<file path="src/rtl/wb_dma_master_pkg.sv">
// Shared encodings for the wishbone DMA master: bus cycle-type codes and FSM states.
package wb_dma_master_pkg;

  localparam logic [2:0] CTI_CLASSIC = 3'b000;
  localparam logic [2:0] CTI_INCR    = 3'b010;
  localparam logic [2:0] CTI_END     = 3'b111;
  localparam logic [1:0] BTE_LINEAR  = 2'b00;
  localparam logic [3:0] SEL_ALL     = 4'hF;

  typedef enum logic [1:0] {
    S_IDLE,
    S_RD,
    S_WR,
    S_FIN
  } state_t;

endpackage

</file>
<file path="src/rtl/wb_dma_master_if.sv">
// Wishbone master-port bundle; signal names match the original flat ports.
interface wb_dma_master_if;

  logic        wbm_cyc_o;
  logic        wbm_stb_o;
  logic [29:0] wbm_addr_o;
  logic [2:0]  wbm_cti_o;
  logic [1:0]  wbm_bte_o;
  logic [3:0]  wbm_sel_o;
  logic        wbm_we_o;
  logic [31:0] wbm_data_o;
  logic [31:0] wbm_data_i;
  logic        wbm_ack_i;
  logic        wbm_err_i;

  modport master (
    output wbm_cyc_o, wbm_stb_o, wbm_addr_o, wbm_cti_o, wbm_bte_o,
           wbm_sel_o, wbm_we_o, wbm_data_o,
    input  wbm_data_i, wbm_ack_i, wbm_err_i
  );

  modport slave (
    input  wbm_cyc_o, wbm_stb_o, wbm_addr_o, wbm_cti_o, wbm_bte_o,
           wbm_sel_o, wbm_we_o, wbm_data_o,
    output wbm_data_i, wbm_ack_i, wbm_err_i
  );

endinterface

</file>
<file path="src/rtl/wb_dma_buf.sv">
// Burst staging buffer: one synchronous write port, one asynchronous read port.
module wb_dma_buf #(
  parameter int unsigned ADDR_BITS = 4
) (
  input  logic                 clk,
  input  logic                 we,
  input  logic [ADDR_BITS-1:0] waddr,
  input  logic [31:0]          wdata,
  input  logic [ADDR_BITS-1:0] raddr,
  output logic [31:0]          rdata
);

  logic [31:0] mem [0:(2**ADDR_BITS)-1];

  // Capture read-burst data as each beat is acknowledged.
  always_ff @(posedge clk) begin
    if (we) mem[waddr] <= wdata;
  end

  assign rdata = mem[raddr];

endmodule

</file>
<file path="src/rtl/wb_dma_master.sv">
// Wishbone DMA master: copies a word block via read bursts into a local buffer
// followed by write bursts out of it, chunked to the buffer depth.
module wb_dma_master
  import wb_dma_master_pkg::*;
#(
  parameter int unsigned BUF_ADDR_BITS = 4,
  parameter int unsigned LEN_BITS      = 16
) (
  input  logic                clk,
  input  logic                rst_n,
  input  logic                start,
  input  logic [29:0]         src_addr,
  input  logic [29:0]         dst_addr,
  input  logic [LEN_BITS-1:0] length,
  output logic                busy,
  output logic                done,
  output logic                err,
  wb_dma_master_if.master     bus
);

  localparam int unsigned CW = BUF_ADDR_BITS + 1;
  localparam logic [CW-1:0] MAX_CHUNK = {1'b1, {BUF_ADDR_BITS{1'b0}}};

  state_t                   state_q, state_d;
  logic                     gap_q, gap_d;
  logic [29:0]              src_q, src_d;
  logic [29:0]              dst_q, dst_d;
  logic [LEN_BITS-1:0]      rem_q, rem_d;
  logic [CW-1:0]            chunk_q, chunk_d;
  logic [BUF_ADDR_BITS-1:0] beat_q, beat_d;
  logic                     err_q, err_d;

  logic                     active;
  logic                     last_beat;
  logic [LEN_BITS-1:0]      rem_after;
  logic                     buf_we;
  logic [31:0]              buf_rdata;

  function automatic logic [CW-1:0] chunk_of(input logic [LEN_BITS-1:0] n);
    if (n >= LEN_BITS'(MAX_CHUNK)) return MAX_CHUNK;
    return n[CW-1:0];
  endfunction

  wb_dma_buf #(.ADDR_BITS(BUF_ADDR_BITS)) u_buf (
    .clk   (clk),
    .we    (buf_we),
    .waddr (beat_q),
    .wdata (bus.wbm_data_i),
    .raddr (beat_q),
    .rdata (buf_rdata)
  );

  // The one-cycle bus-idle gap between phases is a flag inside RD/WR rather
  // than separate states, so the bus strobe is simply "in RD/WR and not gap".
  assign active    = ((state_q == S_RD) || (state_q == S_WR)) && !gap_q;
  assign last_beat = ({1'b0, beat_q} == (chunk_q - CW'(1)));
  assign rem_after = rem_q - LEN_BITS'(chunk_q);

  // State and datapath registers.
  always_ff @(posedge clk or negedge rst_n) begin
    if (!rst_n) begin
      state_q <= S_IDLE;
      gap_q   <= 1'b0;
      src_q   <= '0;
      dst_q   <= '0;
      rem_q   <= '0;
      chunk_q <= '0;
      beat_q  <= '0;
      err_q   <= 1'b0;
    end else begin
      state_q <= state_d;
      gap_q   <= gap_d;
      src_q   <= src_d;
      dst_q   <= dst_d;
      rem_q   <= rem_d;
      chunk_q <= chunk_d;
      beat_q  <= beat_d;
      err_q   <= err_d;
    end
  end

  // Next-state, counter updates and buffer write enable.
  always_comb begin
    state_d = state_q;
    gap_d   = gap_q;
    src_d   = src_q;
    dst_d   = dst_q;
    rem_d   = rem_q;
    chunk_d = chunk_q;
    beat_d  = beat_q;
    err_d   = 1'b0;
    buf_we  = 1'b0;
    case (state_q)
      S_IDLE: begin
        if (start) begin
          if (length == '0) begin
            state_d = S_FIN;
          end else begin
            src_d   = src_addr;
            dst_d   = dst_addr;
            rem_d   = length;
            chunk_d = chunk_of(length);
            beat_d  = '0;
            gap_d   = 1'b0;
            state_d = S_RD;
          end
        end
      end
      S_RD: begin
        if (gap_q) begin
          gap_d = 1'b0;
        end else if (bus.wbm_err_i) begin
          err_d   = 1'b1;
          state_d = S_IDLE;
        end else if (bus.wbm_ack_i) begin
          buf_we = 1'b1;
          src_d  = src_q + 30'd1;
          if (last_beat) begin
            beat_d  = '0;
            gap_d   = 1'b1;
            state_d = S_WR;
          end else begin
            beat_d = beat_q + BUF_ADDR_BITS'(1);
          end
        end
      end
      S_WR: begin
        if (gap_q) begin
          gap_d = 1'b0;
        end else if (bus.wbm_err_i) begin
          err_d   = 1'b1;
          state_d = S_IDLE;
        end else if (bus.wbm_ack_i) begin
          dst_d = dst_q + 30'd1;
          if (last_beat) begin
            rem_d  = rem_after;
            beat_d = '0;
            if (rem_after != '0) begin
              chunk_d = chunk_of(rem_after);
              gap_d   = 1'b1;
              state_d = S_RD;
            end else begin
              state_d = S_FIN;
            end
          end else begin
            beat_d = beat_q + BUF_ADDR_BITS'(1);
          end
        end
      end
      S_FIN:   state_d = S_IDLE;
      default: state_d = S_IDLE;
    endcase
  end

  // Bus outputs decoded from the registered state so reset drops them at once.
  always_comb begin
    bus.wbm_cyc_o  = active;
    bus.wbm_stb_o  = active;
    bus.wbm_we_o   = active && (state_q == S_WR);
    bus.wbm_addr_o = '0;
    bus.wbm_cti_o  = CTI_CLASSIC;
    bus.wbm_data_o = '0;
    if (active) begin
      bus.wbm_addr_o = (state_q == S_WR) ? dst_q : src_q;
      if (chunk_q == CW'(1))  bus.wbm_cti_o = CTI_CLASSIC;
      else if (last_beat)     bus.wbm_cti_o = CTI_END;
      else                    bus.wbm_cti_o = CTI_INCR;
      if (state_q == S_WR) bus.wbm_data_o = buf_rdata;
    end
  end

  assign bus.wbm_bte_o = BTE_LINEAR;
  assign bus.wbm_sel_o = SEL_ALL;

  assign busy = (state_q == S_RD) || (state_q == S_WR);
  assign done = (state_q == S_FIN);
  assign err  = err_q;

endmodule

</file>
<file path="src/flat_wrapper.sv">
// flat-port wrapper written by rule: the top's interface ports become plain ports
module wb_dma_master_flat import wb_dma_master_pkg::*;
#(
  parameter int unsigned BUF_ADDR_BITS = 4,
  parameter int unsigned LEN_BITS      = 16
)
  (clk, rst_n, start, src_addr, dst_addr, length, busy, done, err, bus_wbm_cyc_o, bus_wbm_stb_o, bus_wbm_addr_o, bus_wbm_cti_o, bus_wbm_bte_o, bus_wbm_sel_o, bus_wbm_we_o, bus_wbm_data_o, bus_wbm_data_i, bus_wbm_ack_i, bus_wbm_err_i);
  wb_dma_master_if bus_i ();
  input  logic clk;
  input  logic rst_n;
  input  logic start;
  input  logic [29:0] src_addr;
  input  logic [29:0] dst_addr;
  input  logic [LEN_BITS-1:0] length;
  output logic busy;
  output logic done;
  output logic err;
  output wire logic [$bits(bus_i.wbm_cyc_o)-1:0] bus_wbm_cyc_o;
  output wire logic [$bits(bus_i.wbm_stb_o)-1:0] bus_wbm_stb_o;
  output wire logic [$bits(bus_i.wbm_addr_o)-1:0] bus_wbm_addr_o;
  output wire logic [$bits(bus_i.wbm_cti_o)-1:0] bus_wbm_cti_o;
  output wire logic [$bits(bus_i.wbm_bte_o)-1:0] bus_wbm_bte_o;
  output wire logic [$bits(bus_i.wbm_sel_o)-1:0] bus_wbm_sel_o;
  output wire logic [$bits(bus_i.wbm_we_o)-1:0] bus_wbm_we_o;
  output wire logic [$bits(bus_i.wbm_data_o)-1:0] bus_wbm_data_o;
  input wire logic [$bits(bus_i.wbm_data_i)-1:0] bus_wbm_data_i;
  input wire logic [$bits(bus_i.wbm_ack_i)-1:0] bus_wbm_ack_i;
  input wire logic [$bits(bus_i.wbm_err_i)-1:0] bus_wbm_err_i;
  assign bus_wbm_cyc_o = bus_i.wbm_cyc_o;
  assign bus_wbm_stb_o = bus_i.wbm_stb_o;
  assign bus_wbm_addr_o = bus_i.wbm_addr_o;
  assign bus_wbm_cti_o = bus_i.wbm_cti_o;
  assign bus_wbm_bte_o = bus_i.wbm_bte_o;
  assign bus_wbm_sel_o = bus_i.wbm_sel_o;
  assign bus_wbm_we_o = bus_i.wbm_we_o;
  assign bus_wbm_data_o = bus_i.wbm_data_o;
  assign bus_i.wbm_data_i = bus_wbm_data_i;
  assign bus_i.wbm_ack_i = bus_wbm_ack_i;
  assign bus_i.wbm_err_i = bus_wbm_err_i;
  wb_dma_master #(.BUF_ADDR_BITS(BUF_ADDR_BITS), .LEN_BITS(LEN_BITS)) u_core (.clk(clk), .rst_n(rst_n), .start(start), .src_addr(src_addr), .dst_addr(dst_addr), .length(length), .busy(busy), .done(done), .err(err), .bus(bus_i));
endmodule
</file>
<file path="config.mk">
export PLATFORM = sky130hd
export DESIGN_NAME = wb_dma_master_flat
export DESIGN_NICKNAME = d
export VERILOG_FILES = /design/src/rtl/wb_dma_master_pkg.sv /design/src/rtl/wb_dma_master_if.sv /design/src/rtl/wb_dma_buf.sv /design/src/rtl/wb_dma_master.sv /design/src/flat_wrapper.sv
export SDC_FILE = /design/constraint.sdc
export NUM_CORES = 1
export LEC_CHECK = 0
export CORE_MARGIN = 1
export CORE_UTILIZATION = 60
export CTS_BUF_LIST = sky130_fd_sc_hd__clkbuf_8
export DETAILED_ROUTE_END_ITERATION = 10
export DONT_BUFFER_PORTS = 1
export PLACE_DENSITY = 0.82
export SYNTH_ARGS = -nofsm -noshare
export SYNTH_HDL_FRONTEND = slang
export SYNTH_HIERARCHICAL = 1
export SYNTH_SLANG_ARGS = --single-unit
</file>
<file path="constraint.sdc">
create_clock -name clk -period 4.7 [get_ports clk]
set_input_delay 0.705 -clock clk [delete_from_list [all_inputs] [get_ports clk]]
set_output_delay 0.705 -clock clk [all_outputs]
set_load 0.005 [all_outputs]
</file>
==> results.txt <==
I/O pin total - 190
Power Dens Cells - 590 nW/µm²
Gp weighted congestion - 0.907
# DRC - 0
Setup CP Type - reg -> out
Final Hold Vio Count - 0
Max VDD drop - 349 µV
Ratio of cells with drive above 1 in the final layout - 19.3%
Worst Skew - 0.0453 ns
Post-route antenna net violation count - 0
TritonRoute pass-1 iters - 8
Starting Density - 61.1%
Non-filler cells, final - 2263
CP Capture Type - output port
CP startpoint kind - flop
Post-synth top area share - 59.7%
Initial antenna violation count - 1
CTS tree - yes
Post-synth EDFFs - 512
Synth async-reset ratio - 14.8%
Max Clk Rate - 0.232 GHz
Vias in the first global route - 15400
Post-CTS Resized - 0
Main area contributors after synthesis - edfxtp_1 (60%), mux4_2 (11%), dfrtp_1 (8.7%), mux2i_1 (2.3%), a22oi_1 (1.9%)
Lkg Pwr - 9.49 nW
Die Span Y - 209 µm
Cells after DPL - 2091
Distinct cells, synth - 66
Fillcell total - 2677
Min Hold Slack - 0.109 ns
WL/cell - 26.8 µm
Yosys warnings - 6
IO buf count - 0
Post-Syn Area - 25700 µm²
P_sw - 5.97 mW
CTS root buffer - clkbuf_8
Most frequent cells after synthesis - edfxtp_1 (512), mux4_2 (128), nand2_1 (92)
Min cycle time layout - 4.31 ns
Setup TNS - 0 ns
Final net count - 1776
Via-to-Cell Ratio - 6.83
Global-route wire length before repair - 91500 µm
Register bit total from synthesis - 601
P&R area growth vs syn - 9.77%
Cell taking the most area after synthesis - edfxtp_1
Mapped Cells - 1608
Largest net degree at the start of global routing - 90
Maximum fanout along the worst path - 33
Count of hold-fix buffers inserted at cts - 2
Final Slew Violations - 0
H-tree depth - 3
Post-CTS Setup Inserts - 0
Avg Cell Area, Syn - 16.0 µm²
Dominant synthesized flop cell - edfxtp_1
Slew margin rel. - 14.0%
Max cap viols - 0
Die ar. - 43700 µm²
DP Wirelength - 36400 µm
Switch share - 35.8%
Clock Path Buffers - 3
RSZ-0062 raised after global routing - no
HP Class - in -> reg
Iteration-0 DRC Markers - 1941
CP required - 3.99 ns
Die Wd - 209 µm
Worst Path Arrival - 3.60 ns
Seq/Total Area, Yosys - 68.4%
Final setup viols - 0
TritonCTS Buffers - 92
Vias - 15500
Clock input transition at the sequential cells of the worst setup and hold paths - 0.06 ns
Reg power frac - 42.7%
Row Count - 75
Int Pwr - 10.7 mW
Combinational fraction of design power - 32.9%
Tightest Pin Transition - 1.29 ns
Gr ovfl total - 0
Clock insertion delay at the later pin of the skew report - 0.69 ns
CTS Sinks - 601
Global Route Usage Sum - 28.3%
Outcome - finished, final reports clean
Final Cycle Share - 91.7%
Core ar. - 42100 µm²
Cell with the most instances after synthesis - edfxtp_1
WL final - 60700 µm
Clock share of power - 24.5%
-- flip-flops by register name, summed over array words and instances, names as in the netlist --
signal and flops:
u_core/src_q 30, u_core/err 1, u_core/dst_q 30, u_core/rem_q 16, u_core/chunk_q 5, u_core/u_buf/mem 512, u_core/state_q 2, u_core/gap_q 1
u_core/beat_q 4
-- power by group through the flow --
| stage | clock network, mW | registers, mW | logic, mW |
|---|---|---|---|
| 6_report | 4.08 | 7.11 | 5.48 |
| 2_1_floorplan | 0 | 6.76 | 4.40 |
| 4_1_cts | 4.15 | 7.10 | 5.44 |
| 3_5_place_dp | 0 | 7.20 | 5.41 |
| 3_3_place_gp | 0 | 7.16 | 5.22 |
| 5_1_grt | 4.37 | 7.20 | 5.93 |
-- routing by layer --
layer  up-vias  global-route usage (%)  share of wire (%)
met2       964                    45.7                 49
li1       6547                       -                  -
met5         -                       0                  0
met4         0                    11.2                3.2
met1      7790                    37.2                 37
met3       153                    7.12                9.9
-- stage by stage --
stage          util, %  setup WS, ns  power [mW]  area, µm²
6_report          67.0         0.392        16.7      28200
5_1_grt           67.0         0.244        17.5      28200
4_1_cts           67.0         0.372        16.7      28200
3_5_place_dp      62.8          1.10        12.6      26500
3_3_place_gp      62.8          1.20        12.4      26500
2_1_floorplan        -         0.281        11.2      25700
-- kinds of logic (layout without fill, tap and decap cells) --
kind of cell,count (synthesis),in the layout,synth area share (%)
compound gates,313,313,7.74
other cells,2,8,0.0292
mux,188,188,13.5
buf+inv,125,235,2.21
xor+xnor,8,8,0.272
simple gates,356,356,7.06
fa+ha+maj,15,15,0.759
flops,601,601,68.4
-- cell usage in the layout, fill, tap and decap left out, types with 44 or more instances in the layout --
cell type,count
a21oi_1,78
a22oi_1,64
and3_1,54
buf_4,44
clkbuf_8,97
dfrtp_1,87
edfxtp_1,512
inv_1,55
mux2i_1,60
mux4_2,128
nand2_1,92
nand3_1,48
nor2_1,59
o21ai_0,54
o22ai_1,62
-- worst paths after layout --
path                                               start                                 end  slack [ns]  cells past startpoint
max                        u_core/state_q[1]$_DFFE_PN0P_                  bus_wbm_data_o[30]        0.39                      7
min                                    bus_wbm_data_i[9]   u_core/u_buf/mem[15][9]$_DFFE_PP_        0.11                      0
max reg2reg                 u_core/beat_q[0]$_DFFE_PN0P_  u_core/u_buf/mem[11][26]$_DFFE_PP_        1.34                      4
min reg2reg                  u_core/rem_q[0]$_DFFE_PN0P_         u_core/rem_q[0]$_DFFE_PN0P_        0.50                      2
max in group asynchronous                          rst_n         u_core/src_q[3]$_DFFE_PN0P_        3.61                      2
min in group asynchronous                          rst_n         u_core/dst_q[9]$_DFFE_PN0P_        0.67                      2
-- area by class of cell --
| class | count | area (µm²) | share of cell area [%] |
|---|---|---|---|
| sequential | 601 | 17600 | 62.3 |
| clock inverter | 71 | 405 | 1.44 |
| timing repair buffer | 48 | 408 | 1.44 |
| multi-input combinational | 886 | 7740 | 27.4 |
| inverter | 19 | 71.3 | 0.252 |
| clock buffer | 97 | 1340 | 4.73 |
| antenna | 2 | 5.00 | 0.0177 |
| tap | 539 | 674 | 2.39 |
-- worst max-delay path, cell delays in order, from the launching register on --
cell and delay (ns):
dfrtp_1 0.41, inv_1 0.10, ha_1 0.53, nand2b_1 0.09
buf_4 0.26, inv_1 0.97, buf_4 0.34, and3_1 0.22
Note: power is estimated with default switching activity, not from simulation.
